`src/rtl/bram_pkg.sv`:
```
// Shared definitions for the BRAM family: read-during-write mode codes,
// the clear-sequencer state type and an elaboration-time clog2.
package bram_pkg;

  localparam int RD_MODE_READ_FIRST  = 0;
  localparam int RD_MODE_WRITE_FIRST = 1;

  typedef enum logic {
    CLEAR = 1'b0,
    READY = 1'b1
  } clear_state_e;

  // Ceiling log2 for sizing counters and address fields; clog2(1) = 0.
  function automatic int clog2(input int value);
    int result;
    int v;
    result = 0;
    v = value - 1;
    while (v > 0) begin
      result = result + 1;
      v = v >> 1;
    end
    return result;
  endfunction

endpackage

```
`src/rtl/bram_clear_seq.sv`:
```
// Post-reset memory clear sequencer: walks every address once writing zeros,
// holding busy high until the last word has been written.
module bram_clear_seq
  import bram_pkg::*;
#(
  parameter int ADDR_WIDTH = 4
) (
  input  logic                  clk,
  input  logic                  rst,
  output logic                  busy,
  output logic                  clr_we,
  output logic [ADDR_WIDTH-1:0] clr_addr
);

  localparam int DEPTH = 1 << ADDR_WIDTH;
  localparam int CNT_W = (clog2(DEPTH) < 1) ? 1 : clog2(DEPTH);
  localparam logic [CNT_W-1:0] LAST_ADDR = CNT_W'(DEPTH - 1);

  clear_state_e     state_reg, state_next;
  logic [CNT_W-1:0] addr_reg, addr_next;

  always_ff @(posedge clk) begin
    if (rst) begin
      state_reg <= CLEAR;
      addr_reg  <= '0;
    end else begin
      state_reg <= state_next;
      addr_reg  <= addr_next;
    end
  end

  // The counter parks on the last address so there is never a second pass.
  always_comb begin
    state_next = state_reg;
    addr_next  = addr_reg;
    if (state_reg == CLEAR) begin
      if (addr_reg == LAST_ADDR) begin
        state_next = READY;
      end else begin
        addr_next = addr_reg + 1'b1;
      end
    end
  end

  assign busy     = (state_reg == CLEAR);
  assign clr_we   = busy & ~rst;
  assign clr_addr = ADDR_WIDTH'(addr_reg);

endmodule

```
`src/rtl/bram_sync_sdp.sv`:
```
// Simple-dual-port synchronous BRAM with byte enables, selectable collision
// mode and optional output register. Define BRAM_SYNC_SDP_CLEAR_EN for the post-reset clear.
module bram_sync_sdp
  import bram_pkg::*;
#(
  parameter int RAM_DATA_WIDTH = 32,
  parameter int RAM_ADDR_WIDTH = 4,
  parameter int BYTE_WIDTH     = 8,
  parameter int RD_MODE        = 0,
  parameter int OUT_REG        = 0
) (
  input  logic                                 clk,
  input  logic                                 rst,
  input  logic                                 wr_en,
  input  logic [RAM_ADDR_WIDTH-1:0]            wr_addr,
  input  logic [RAM_DATA_WIDTH/BYTE_WIDTH-1:0] wr_be,
  input  logic [RAM_DATA_WIDTH-1:0]            wr_data,
  input  logic                                 rd_en,
  input  logic [RAM_ADDR_WIDTH-1:0]            rd_addr,
  output logic [RAM_DATA_WIDTH-1:0]            rd_data,
  output logic                                 rd_valid,
  output logic                                 busy
);

  localparam int DEPTH = 1 << RAM_ADDR_WIDTH;
  localparam int LANES = RAM_DATA_WIDTH / BYTE_WIDTH;

  generate
    if (RAM_DATA_WIDTH % BYTE_WIDTH != 0) begin : g_bad_width
      $error("bram_sync_sdp: RAM_DATA_WIDTH must be a multiple of BYTE_WIDTH");
    end
    if (RD_MODE != RD_MODE_READ_FIRST && RD_MODE != RD_MODE_WRITE_FIRST) begin : g_bad_mode
      $error("bram_sync_sdp: RD_MODE must be 0 or 1");
    end
    if (OUT_REG != 0 && OUT_REG != 1) begin : g_bad_outreg
      $error("bram_sync_sdp: OUT_REG must be 0 or 1");
    end
  endgenerate

  logic [RAM_DATA_WIDTH-1:0] mem [DEPTH];

  logic                      mem_we;
  logic [RAM_ADDR_WIDTH-1:0] mem_addr;
  logic [LANES-1:0]          mem_be;
  logic [RAM_DATA_WIDTH-1:0] mem_din;
  logic                      rd_go;

`ifdef BRAM_SYNC_SDP_CLEAR_EN
  logic                      clr_we;
  logic [RAM_ADDR_WIDTH-1:0] clr_addr;

  bram_clear_seq #(
    .ADDR_WIDTH (RAM_ADDR_WIDTH)
  ) u_clear_seq (
    .clk      (clk),
    .rst      (rst),
    .busy     (busy),
    .clr_we   (clr_we),
    .clr_addr (clr_addr)
  );

  // The sequencer owns the write port while clearing; user strobes are dropped.
  assign mem_we   = clr_we | (wr_en & ~busy);
  assign mem_addr = clr_we ? clr_addr : wr_addr;
  assign mem_be   = clr_we ? {LANES{1'b1}} : wr_be;
  assign mem_din  = clr_we ? '0 : wr_data;
`else
  assign busy     = 1'b0;
  assign mem_we   = wr_en;
  assign mem_addr = wr_addr;
  assign mem_be   = wr_be;
  assign mem_din  = wr_data;
`endif

  assign rd_go = rd_en & ~busy;

  always_ff @(posedge clk) begin
    if (mem_we) begin
      for (int i = 0; i < LANES; i++) begin
        if (mem_be[i]) begin
          mem[mem_addr][i*BYTE_WIDTH +: BYTE_WIDTH] <= mem_din[i*BYTE_WIDTH +: BYTE_WIDTH];
        end
      end
    end
  end

  logic [RAM_DATA_WIDTH-1:0] rd_old;
  logic [RAM_DATA_WIDTH-1:0] rd_word;
  logic                      rd_hit;

  assign rd_old = mem[rd_addr];
  assign rd_hit = mem_we && (mem_addr == rd_addr);

  // Write-first forwards only the enabled lanes; the rest come from the stored word.
  genvar gi;
  generate
    for (gi = 0; gi < LANES; gi++) begin : g_lane
      if (RD_MODE == RD_MODE_WRITE_FIRST) begin : g_wf
        assign rd_word[gi*BYTE_WIDTH +: BYTE_WIDTH] = (rd_hit && mem_be[gi])
            ? mem_din[gi*BYTE_WIDTH +: BYTE_WIDTH]
            : rd_old[gi*BYTE_WIDTH +: BYTE_WIDTH];
      end else begin : g_rf
        assign rd_word[gi*BYTE_WIDTH +: BYTE_WIDTH] = rd_old[gi*BYTE_WIDTH +: BYTE_WIDTH];
      end
    end
  endgenerate

  logic                      s1_valid_reg;
  logic [RAM_DATA_WIDTH-1:0] s1_data_reg;

  always_ff @(posedge clk) begin
    if (rst) begin
      s1_valid_reg <= 1'b0;
      s1_data_reg  <= '0;
    end else begin
      s1_valid_reg <= rd_go;
      if (rd_go) begin
        s1_data_reg <= rd_word;
      end
    end
  end

  generate
    if (OUT_REG == 1) begin : g_out_reg
      logic                      s2_valid_reg;
      logic [RAM_DATA_WIDTH-1:0] s2_data_reg;

      always_ff @(posedge clk) begin
        if (rst) begin
          s2_valid_reg <= 1'b0;
          s2_data_reg  <= '0;
        end else begin
          s2_valid_reg <= s1_valid_reg;
          if (s1_valid_reg) begin
            s2_data_reg <= s1_data_reg;
          end
        end
      end

      assign rd_data  = s2_data_reg;
      assign rd_valid = s2_valid_reg;
    end else begin : g_no_out_reg
      assign rd_data  = s1_data_reg;
      assign rd_valid = s1_valid_reg;
    end
  endgenerate

endmodule

```
`config.mk`:
```
export PLATFORM = sky130hd
export DESIGN_NAME = bram_sync_sdp
export DESIGN_NICKNAME = d
export VERILOG_FILES = /design/src/rtl/bram_pkg.sv /design/src/rtl/bram_clear_seq.sv /design/src/rtl/bram_sync_sdp.sv
export SDC_FILE = /design/constraint.sdc
export NUM_CORES = 1
export LEC_CHECK = 0
export ABC_AREA = 1
export BUFFER_PORTS_ARGS = -buffer_cell sky130_fd_sc_hd__buf_2
export CAP_MARGIN = 40
export CORE_MARGIN = 4
export CORE_UTILIZATION = 64
export CTS_BUF_LIST = sky130_fd_sc_hd__clkbuf_8
export DETAILED_ROUTE_END_ITERATION = 10
export PLACE_DENSITY = 0.85
export SLEW_MARGIN = 20
export SYNTH_ARGS = -nofsm -noshare
export SYNTH_HDL_FRONTEND = slang
export SYNTH_SLANG_ARGS = --single-unit
export TNS_END_PERCENT = 50
```
`constraint.sdc`:
```
create_clock -name clk -period 2.1 [get_ports clk]
set_clock_uncertainty 0.2 [all_clocks]
set_input_delay 0.42 -clock clk [delete_from_list [all_inputs] [get_ports clk]]
set_output_delay 0.42 -clock clk [all_outputs]
set_load 0.1 [all_outputs]
```
# ---- Word level (Yosys, flattened, before mapping)
# Memories as Yosys holds them, arrays and structs flattened. A register that Yosys moved wholly into a read port is not among the register bits.
# Index checks and enable logic that the tools add are counted.
dict set report word_totals {
  reg_bits 1
  latch_bits 0
  ram_bits 512
  mem_bits_ro 0
  n_memories 1
}
dict set report classes {
  n_addsub 0
  mul 0
  n_div 0
  magnitude_cmp 0
  n_eq_ne 0
  shift 0
  n_mux 12
  n_bitwise 0
  n_reduce_logical 0
}
# memory depth word_bits read_ports rd_ports_with_merged_regs write_ports line_no
set mem_list {}
lappend mem_list {mem 16 32 1 1 1 bram_sync_sdp.sv:40} ;# logic [RAM_DATA_WIDTH-1:0] mem [DEPTH];
# op n
set ops {}
lappend ops {{$mux 1} 12}

# ---- Longest topological paths before layout
dict set report logic_depth {
  ltp_word 3
  mapped_depth 12
}

# ---- Least setup slack after synthesis
# No wires, ideal clock.
dict set report synth_timing {
  path_type {input-to-reg}
  from {input port wr_be[0]}
  to {memory mem[10][0] (enable)}
  arrival_time_ps 1154
  slack_ps 376
  cell_stages 3
  path_buffers 1
  cell_sequence {nand2_1 > clkbuf_1 > nor2_1}
}
dict set report synth_via {
  elab_chain_len 3
}
# element line_no
set synth_lines {}
lappend synth_lines {{start: declaration} bram_sync_sdp.sv:16} ;# input logic [RAM_DATA_WIDTH/BYTE_WIDTH-1:0] wr_be,
lappend synth_lines {{$mux 1} bram_sync_sdp.sv:80} ;# if (mem_be[i]) begin
lappend synth_lines {{$mux 1} bram_sync_sdp.sv:78} ;# if (mem_we) begin
lappend synth_lines {{$mux 1 (implied by the code)} bram_sync_sdp.sv:81} ;# mem[mem_addr][i*BYTE_WIDTH +: BYTE_WIDTH] <= mem_din[i*BYTE_WIDTH +: BYTE_WIDTH];
lappend synth_lines {{end: declaration} bram_sync_sdp.sv:40}
# Every way passes these cells.

# ---- Final worst setup path
dict set report layout_timing {
  from {register s1_data_reg[0], in the netlist rd_data[0] (read register of mem)}
  to {output port rd_data[0]}
}
# element line_no
set layout_rtl {}
lappend layout_rtl {{start: declaration} bram_sync_sdp.sv:109} ;# logic [RAM_DATA_WIDTH-1:0] s1_data_reg;
lappend layout_rtl {{end: declaration} bram_sync_sdp.sv:20} ;# output logic [RAM_DATA_WIDTH-1:0] rd_data,
# No word-level cell between the ends.

==> metrics <==
commonest cells after routing, fill and taps aside 694 x nand2_1, 512 x edfxtp_1, 416 x nand3_1; VDD IR max 0.6771 mV; Synth Area in Compound Gates 0; Total GRT Usage 0.2960; Seq/Total Area, Yosys 0.7209; Setup Viol. Count Final 0; share of cells above drive strength 1 0.1327; CP bufs+invs 1; synth-to-layout area growth 11.98%; pre-CTS setup slack 0.06054 ns; vias 15770; cts hold-fix bufs 1; standard-cell row count 68; fin crit share 0.9680; total grt overflow 0; clock tree from TritonCTS built; die height 194.4 microns; # DRC 0; Routed Wire Length about 57000 microns; TritonCTS buffer count 84; power per cell area 898.5 nW/um^2; depth of the CTS H-tree 3; Clock transition at path regs 0.06 ns; PostCTS Resize Cnt 0; Starting DRT DRC Count 2030; Synth Area in Simple Gates 0.2335; Synth Area per Inst 11.38 sq um; maximum clock insertion buffer count 3; Max stage delay on crit path 0.45 ns; DRT antenna net count 0; clk_lat worst skew a little over 0.6 ns; count of cell types in the netlist 16; final instance area 24910 sq um; routed length per placed instance 21.58 microns; worst path required time 1.48 ns; # IOs 82; Initial Util 0.6471; Final Max Slew Viols 0; Worst setup EP type output pin; CTS root buffer clkbuf_8; die area 37800 sq um; number of port buffers 80; largest net degree at the start of global routing 80; core area around 34000 sq um; CP max-delay cell buf_2; nets between 2000 and 2500; RSZ-0062 raised after global routing false; post-synthesis cell count slightly below 2000; min-delay worst type primary input to flop; Placed Area around 23000 sq um; fin crit period 2.033 ns; total iterations of the first detailed-routing run 5; via/cell ratio 6.017; achievable frequency ~0.5 GHz; Mapped Nets 2003; final setup TNS 0 ns; # clock sinks between 500 and 600; Die W 194.4 microns; post-synthesis mux area share 0; Synth Area in Adders 0; Post-Synth XOR/XNOR Area 0; setup repair bufs after CTS 0; first-pass GRT wire length 87170 microns; fill count 2216; worst-path cell chain buf_2; main combinational cell family by area after synthesis simple AND/OR/NAND/NOR gates; # Max-Cap Violations 0; status complete, no violations; commonest non-fill, non-tap cell in the layout nand2_1; overall power 22.38 mW; Hold Vio Cnt, Final 0; Crit Path Category flop to output pin; largest area contributor in the netlist edfxtp_1; vias in the first global route 15930; #FFs+latches synth 545; yosys synthesis warning count 0; synthesized area 22240 sq um; CP arrival approximately 1.4 ns; CP startpoint kind flop; CP Max Fanout 2; largest delay contributor family on the critical path buffers and inverters; area share of the largest cell type after synthesis 0.6912; top cells by area, synth edfxtp_1 69%, nand2_1 12%, nand3_1 9.4%; dpl hpwl 33840 microns; initial antenna violation count 4; Leak about 9.8 nW; post-route setup slack ~0.067 ns; Routability Congestion 0.8579
## power breakdown
group / switching [mW] / internal [mW]
Clock: 4.02 / 4.36
Combinational: 1.46 / 0.438
Sequential: 0.0555 / 12.0
Total: 5.54 / 16.8
## layer usage
layer  part of all wire  wire length [microns]  up-vias  GRT usage
li1                   -                      -     7004          -
met1               0.36                  20090     7360     0.3953
met2               0.48                  27150     1198     0.4771
met3               0.12                   6650      207    0.05374
met4              0.047                   2648        2     0.1427
met5            0.00032                     18        -          0
## through the flow
stage	instances	utilization	hold WS, ns
3_3_place_gp	2464	0.6777	0.3336
3_5_place_dp	2464	0.6777	0.3423
2_1_floorplan	1955	-	0.3189
4_1_cts	2617	0.7243	0.01500
5_1_grt	2620	0.7246	0.01884
6_report	2621	0.7246	0.04212
## state kept, by name, summed over array words and instances, names as in the netlist
name / count
mem: 512
rd_data: 32
rd_valid: 1
## final cells by class
type                            count  area, sq um  area share
Antenna cell                        4        10.01   0.0004019
Clock buffer                       94         1294     0.05194
Clock inverter                     58        300.3     0.01206
Inverter                           43        168.9    0.006782
Multi-Input combinational cell   1246         5197      0.2087
Sequential cell                   545        16040      0.6438
Tap cell                          455        569.3     0.02286
Timing Repair Buffer              176         1333     0.05350
## cells in the mapped netlist
master,number
inv_6,1
inv_2,1
buf_6,34
edfxtp_1,512
dfxtp_1,33
clkbuf_1,24
nor2_1,135
nand2_1,694
conb_1,1
nand3_1,416
buf_4,20
buf_12,1
inv_1,41
buf_2,25
buf_8,1
buf_1,16
## final timing paths
kind	start	end	slack, ns	depth (start not counted)
setup / recovery	rd_data[0]$_SDFFE_PP0P_	rd_data[0]	0.07	1
hold / removal	wr_data[7]	mem[4][7]$_DFFE_PP_	0.04	1
setup reg to reg	mem[15][8]$_DFFE_PP_	rd_data[8]$_SDFFE_PP0P_	0.63	8
hold reg to reg	rd_data[19]$_SDFFE_PP0P_	rd_data[19]$_SDFFE_PP0P_	0.35	4
## logic make-up after synthesis
logic type	Yosys count
flip-flops	545
AND/OR/NAND/NOR	1245
other	1
buffers and inverters	164
No activity file was read; power rests on OpenSTA's default activity.
